**src/rtl/dmem_bus_arbiter.sv**
```systemverilog
// Two-master arbiter (instruction fetch and LSU) for a single data-memory port; LSU wins ties,
// owners alternate on back-to-back completion. Optional bus timeout: `define DMEM_TIMEOUT_EN.
module dmem_bus_arbiter #(
  parameter int AW             = 32,
  parameter int DW             = 32,
  parameter int TIMEOUT_CYCLES = 255
) (
  input  logic            clk,
  input  logic            rst,
  input  logic            if_req,
  input  logic [AW-1:0]   if_addr,
  output logic            if_gnt,
  output logic            if_valid,
  output logic [DW-1:0]   if_rdata,
  input  logic            lsu_req,
  input  logic            lsu_we,
  input  logic [AW-1:0]   lsu_addr,
  input  logic [DW/8-1:0] lsu_mask,
  input  logic [DW-1:0]   lsu_wdata,
  output logic            lsu_gnt,
  output logic            lsu_valid,
  output logic [DW-1:0]   lsu_rdata,
  output logic            mem_req,
  output logic            mem_we,
  output logic [AW-1:0]   mem_addr,
  output logic [DW/8-1:0] mem_mask,
  output logic [DW-1:0]   mem_wdata,
  input  logic            mem_valid,
  input  logic [DW-1:0]   mem_rdata,
  output logic            if_stall,
  output logic            lsu_stall,
  output logic            bus_err
);

  localparam int MW = DW / 8;

  typedef enum logic [1:0] {
    S_IDLE     = 2'd0,
    S_BUSY_IF  = 2'd1,
    S_BUSY_LSU = 2'd2
  } state_t;

  if (TIMEOUT_CYCLES < 1) begin : g_bad_cfg
    $error("dmem_bus_arbiter: TIMEOUT_CYCLES must be at least 1");
  end

  state_t          r_state;
  logic            r_mem_req;
  logic            r_mem_we;
  logic [AW-1:0]   r_mem_addr;
  logic [MW-1:0]   r_mem_mask;
  logic [DW-1:0]   r_mem_wdata;
  logic            r_if_gnt;
  logic            r_lsu_gnt;
  logic            w_busy;
  logic            w_timeout;
  logic            w_done;
  logic            w_grant_if;
  logic            w_grant_lsu;
  logic [DW-1:0]   w_rdata;

  assign w_busy = (r_state != S_IDLE);

`ifdef DMEM_TIMEOUT_EN
  localparam int CW = $clog2(TIMEOUT_CYCLES + 1);
  logic [CW-1:0] r_wait_cnt;
  logic          r_bus_err;

  assign w_timeout = w_busy && !mem_valid && (r_wait_cnt == CW'(TIMEOUT_CYCLES));
  assign bus_err   = r_bus_err;

  // Wait counter restarts on every grant; the error flag stays set until reset.
  always_ff @(posedge clk or posedge rst) begin
    if (rst) begin
      r_wait_cnt <= {CW{1'b0}};
      r_bus_err  <= 1'b0;
    end else begin
      if (w_grant_if || w_grant_lsu) begin
        r_wait_cnt <= {CW{1'b0}};
      end else if (w_busy && !mem_valid && !w_timeout) begin
        r_wait_cnt <= r_wait_cnt + CW'(1);
      end else begin
        r_wait_cnt <= r_wait_cnt;
      end
      if (w_timeout) begin
        r_bus_err <= 1'b1;
      end else begin
        r_bus_err <= r_bus_err;
      end
    end
  end
`else
  assign w_timeout = 1'b0;
  assign bus_err   = 1'b0;
`endif

  assign w_done  = w_busy && (mem_valid || w_timeout);
  assign w_rdata = w_timeout ? DW'(32'hDEAD_BEEF) : mem_rdata;

  // Grant decision: ties go to the LSU, a completing owner hands over to the other side.
  always_comb begin
    w_grant_if  = 1'b0;
    w_grant_lsu = 1'b0;
    case (r_state)
      S_IDLE: begin
        if (lsu_req) begin
          w_grant_lsu = 1'b1;
        end else begin
          w_grant_if = if_req;
        end
      end
      S_BUSY_IF:  w_grant_lsu = w_done && lsu_req;
      S_BUSY_LSU: w_grant_if  = w_done && if_req;
      default: begin
        w_grant_if  = 1'b0;
        w_grant_lsu = 1'b0;
      end
    endcase
  end

  // Arbiter FSM; the bus payload is captured only on a grant and held until completion.
  always_ff @(posedge clk or posedge rst) begin
    if (rst) begin
      r_state     <= S_IDLE;
      r_mem_req   <= 1'b0;
      r_mem_we    <= 1'b0;
      r_mem_addr  <= {AW{1'b0}};
      r_mem_mask  <= {MW{1'b0}};
      r_mem_wdata <= {DW{1'b0}};
      r_if_gnt    <= 1'b0;
      r_lsu_gnt   <= 1'b0;
    end else begin
      r_if_gnt  <= w_grant_if;
      r_lsu_gnt <= w_grant_lsu;
      if (w_grant_lsu) begin
        r_state     <= S_BUSY_LSU;
        r_mem_req   <= 1'b1;
        r_mem_we    <= lsu_we;
        r_mem_addr  <= lsu_addr;
        r_mem_mask  <= lsu_mask;
        r_mem_wdata <= lsu_wdata;
      end else if (w_grant_if) begin
        r_state     <= S_BUSY_IF;
        r_mem_req   <= 1'b1;
        r_mem_we    <= 1'b0;
        r_mem_addr  <= if_addr;
        r_mem_mask  <= {MW{1'b1}};
      end else if (w_done) begin
        r_state   <= S_IDLE;
        r_mem_req <= 1'b0;
      end else begin
        r_state   <= r_state;
        r_mem_req <= r_mem_req;
      end
    end
  end

  assign mem_req   = r_mem_req;
  assign mem_we    = r_mem_we;
  assign mem_addr  = r_mem_addr;
  assign mem_mask  = r_mem_mask;
  assign mem_wdata = r_mem_wdata;
  assign if_gnt    = r_if_gnt;
  assign lsu_gnt   = r_lsu_gnt;

  assign if_valid  = w_done && (r_state == S_BUSY_IF);
  assign lsu_valid = w_done && (r_state == S_BUSY_LSU);
  assign if_rdata  = w_rdata;
  assign lsu_rdata = w_rdata;
  assign if_stall  = if_req && !if_valid;
  assign lsu_stall = lsu_req && !lsu_valid;

endmodule

```
**config.mk**
```make
export PLATFORM = sky130hd
export DESIGN_NAME = dmem_bus_arbiter
export DESIGN_NICKNAME = d
export VERILOG_FILES = /design/src/rtl/dmem_bus_arbiter.sv
export SDC_FILE = /design/constraint.sdc
export NUM_CORES = 1
export LEC_CHECK = 0
export ABC_AREA = 1
export CAP_MARGIN = 10
export CORE_ASPECT_RATIO = 1.75
export CORE_MARGIN = 4
export CORE_UTILIZATION = 38
export CTS_CLUSTER_DIAMETER = 30
export DETAILED_ROUTE_END_ITERATION = 8
export PLACE_DENSITY_LB_ADDON = 0.05
export SLEW_MARGIN = 20
export SYNTH_ARGS = -nofsm -noshare
export SYNTH_HDL_FRONTEND = slang
export SYNTH_SLANG_ARGS = --single-unit
```
**constraint.sdc**
```tcl
create_clock -name clk -period 7.4 [get_ports clk]
set_input_delay 1.48 -clock clk [delete_from_list [all_inputs] [get_ports clk]]
set_output_delay 1.48 -clock clk [all_outputs]
set_load 0.01 [all_outputs]
```
==> out/metrics.yaml <==
run_status:
  status: "complete, no violations"
grt:
  grt_start_max_net_pins: 75
  overflow: 0
  global_route_wire_length_before_repair_um: 17760
  grt_antenna_before_repair: 0
  grt_pass1_vias: 3445
  global_route_usage_over_all_layers_pct: 18.51
setup_path:
  critical_path_peak_fanout: 3
  timing.rr.end: "mem_mask[0]"
  number_of_cells_on_the_worst_reg_to_reg_path: 6
  crit_path_frequent_cell: "sky130_fd_sc_hd__clkdlybuf4s50_1"
  critical_path.slowest_cell: "sky130_fd_sc_hd__clkdlybuf4s50_1"
  start_kind: "primary input"
  crit_path_cell_trace: "clkdlybuf4s50_1, nand2_1, nor2_1, clkdlybuf4s50_1"
  endpoint_kind: "output pin"
  worst_path_largest_cell_delay_ns: 0.56
  crit_type: "in -> out"
  crit_arrival_ns: 2.80
  rrSetupSlack_ns: 4.81
  rr_startpoint: "r_state[1]"
  required_time_of_the_critical_path_ns: 5.92
place:
  dp_hpwl_um: 7639
  place.gp.congestion: 0.7772
  placedCellCount: 718
  io_buffer_count: 181
synth:
  synthesis.instances: 503
  synth_area_um2: 3885
  synth-simple-area-share_pct: 34.30
  synth_warnings: 0
  synth_top_family_by_area: "simple AND/OR/NAND/NOR gates"
  synthAdderAreaFrac_pct: 0
  synth-seq-cells: 74
  synth.distinct_cells: 15
  post_synthesis_share_of_cell_area_spent_on_xor_and_xnor_gates_pct: 0
  synth_area_per_cell_um2: 7.724
  synthMuxAreaShare_pct: 0
  synth_nets: 641
  synth_compound_gate_area_share_pct: 0.1288
  synth_sequential_area_ratio_pct: 47.67
power:
  power.ir.vdd_worst_mv: 0.1732
  clkPwrFrac_pct: 24.2
  power-per-cell-area_nw_per_um2: 323.6
  power.static_leakage_nw: 2.739
  p_switching_w: 0.0005845
  swShare_pct: 32.80
  comb_power_share_pct: 40.3
  internal-power_w: 0.001198
  seq_power_share_pct: 35.5
detailed_routing:
  vias_per_cell: 4.633
  detailroute.via_count: 3396
  wire_length_per_cell_um: 15.13
  firstDrtPassIters: 4
  drc_errors: 0
  detailroute.wirelength.met3_um: 974
  final_antenna_net_count: 0
  detailroute.wirelength.met2_um: 5477
  routed_wl_um: 11090
  route.top_layer_used: "met4"
  drt_iter0_drc: 125
  wl_met1_um: 4304
clocking:
  ctsHtreeMaxLevel: 3
  ctsResizeCount: 0
  tritoncts_clock_tree: "yes"
  tritoncts_buffer_count: 9
  insertion_delay_ns: 0.33
  cts.path.max_buffers: 2
  post_cts_hold_buffer_count: 0
  clkSinkCount: 74
  cts.clk_slew.worst_paths_ns: 0.06
  post-cts-setup-buffers: 0
  clockRootBuffer: "sky130_fd_sc_hd__clkbuf_16"
final_layout:
  diodes: 0
  layout.cells.most_common: "sky130_fd_sc_hd__nand2_1"
  layout.filler_cells: 941
  drive_above_1_share_pct: 3.947
  area_occupied_by_multi_input_gates_um2: 1341
  layout-area-overhead-vs-synth_pct: 41.77
  fin_nets: 742
  postLayoutCoreUtil_pct: 55.58
  area.sequential_um2: 1852
  final_cell_mix: "243 x sky130_fd_sc_hd__nand2_1, 181 x sky130_fd_sc_hd__clkdlybuf4s50_1, 74 x sky130_fd_sc_hd__dfrtp_1"
  finalNonFillerCells: 733
sta:
  hold_viol: 0
  timing_worst_slew_pin_value_ns: 0.9281
  finClkSkew_ns: 0.006950
  max_slew_margin_pct: 38.13
  whs_ns: 0.4815
  finalCriticalPeriod_ns: 4.278
  totalNegativeSetupSlack_ns: 0
  drv_slew: 0
  fin_crit_sh_pct: 57.81
  fmaxAchievable_mhz: 233.7
  setup_viol_count_final: 0
  unrepaired_setup_endpoints_after_global_routing: "no"
job:
  timing.max_cap.violations: 0
min_path:
  whs_endpoint: "mem_wdata[10]"
  hold_path.startpoint: "mem_wdata[10]"
  hold_depth: 2
  path_class_of_the_lowest_slack_min_delay_path: "reg -> reg"
floorplanning:
  boundaryPins: 279
  fp.dieH_um: 141.8
  floorplan.die_area_um2: 11970
  dieWidth_um: 84.44
  core.rowCount: 48
  core-area_um2: 9910
  start_util_pct: 39.20
==> sequential cells by signal (all words and copies together), names as in the netlist <==
| name | cells |
|---|---|
| mem_addr | 32 |
| mem_wdata | 32 |
| mem_mask | 4 |
| r_state | 2 |
| if_gnt | 1 |
| lsu_gnt | 1 |
| mem_req | 1 |
| mem_we | 1 |
==> cells in the mapped netlist, drive strengths merged <==
master,number,share of area (%)
dfrtp,74,48
o21ai,1,0.13
buf,91,17
inv,10,0.97
nand3,71,9.1
nor2,6,0.77
clkbuf,2,0.19
nand2,247,24
conb,1,0.097
==> layer usage <==
metal  vias up  global-route usage, %
li1       1685                      -
met1      1531                  21.61
met2       155                  30.14
met3        25                  6.915
met4         0                  8.424
met5         -                      0
==> layout make-up <==
class | instances | area share, %
Clock buffer | 10 | 4.339
Clock inverter | 5 | 0.9995
Inverter | 10 | 0.6815
Multi-Input combinational cell | 326 | 24.35
Sequential cell | 74 | 33.62
Tap cell | 125 | 2.840
Timing Repair Buffer | 183 | 33.17
==> how the worst max path moves through the flow <==
stage	depth (start not counted)	endpoint	start	slack [ns]
4_1_cts	4	lsu_valid	mem_valid	3.13
6_report	4	lsu_valid	mem_valid	3.12
3_5_place_dp	4	lsu_valid	mem_valid	3.14
3_3_place_gp	4	lsu_valid	mem_valid	3.15
2_1_floorplan	1	if_gnt	rst	4.04
5_1_grt	5	lsu_stall	mem_valid	3.07
==> worst max-delay path, delay by kind of cell <==
family	cells	cell delay [ns]
buffers and inverters	2	1.07
AND/OR/NAND/NOR	2	0.26
==> metrics by stage <==
stage | total power (W) | worst slack (ns) | cell area, um2
after floorplan | 0.0009844 | 4.038 | 3885
after global placement | 0.001360 | 3.146 | 5214
after detailed placement | 0.001368 | 3.137 | 5214
after CTS | 0.001812 | 3.131 | 5508
after global routing | 0.001905 | 3.070 | 5508
final | 0.001782 | 3.122 | 5508
==> cell families after synthesis <==
logic type,count (synthesis)
AO/OA/AOI/OAI,1
buffers and inverters,103
flip-flops,74
other,1
AND/OR/NAND/NOR,324
==> power by group through the flow <==
stage	clock [W]	sequential [W]	combinational, W
after floorplan	0	0.000702	0.000283
after global placement	0	0.000633	0.000727
final	0.000431	0.000633	0.000718
after detailed placement	0	0.000638	0.000730
after global routing	0.000461	0.000654	0.000790
after CTS	0.000443	0.000635	0.000733
(Power assumes the default switching activity.)
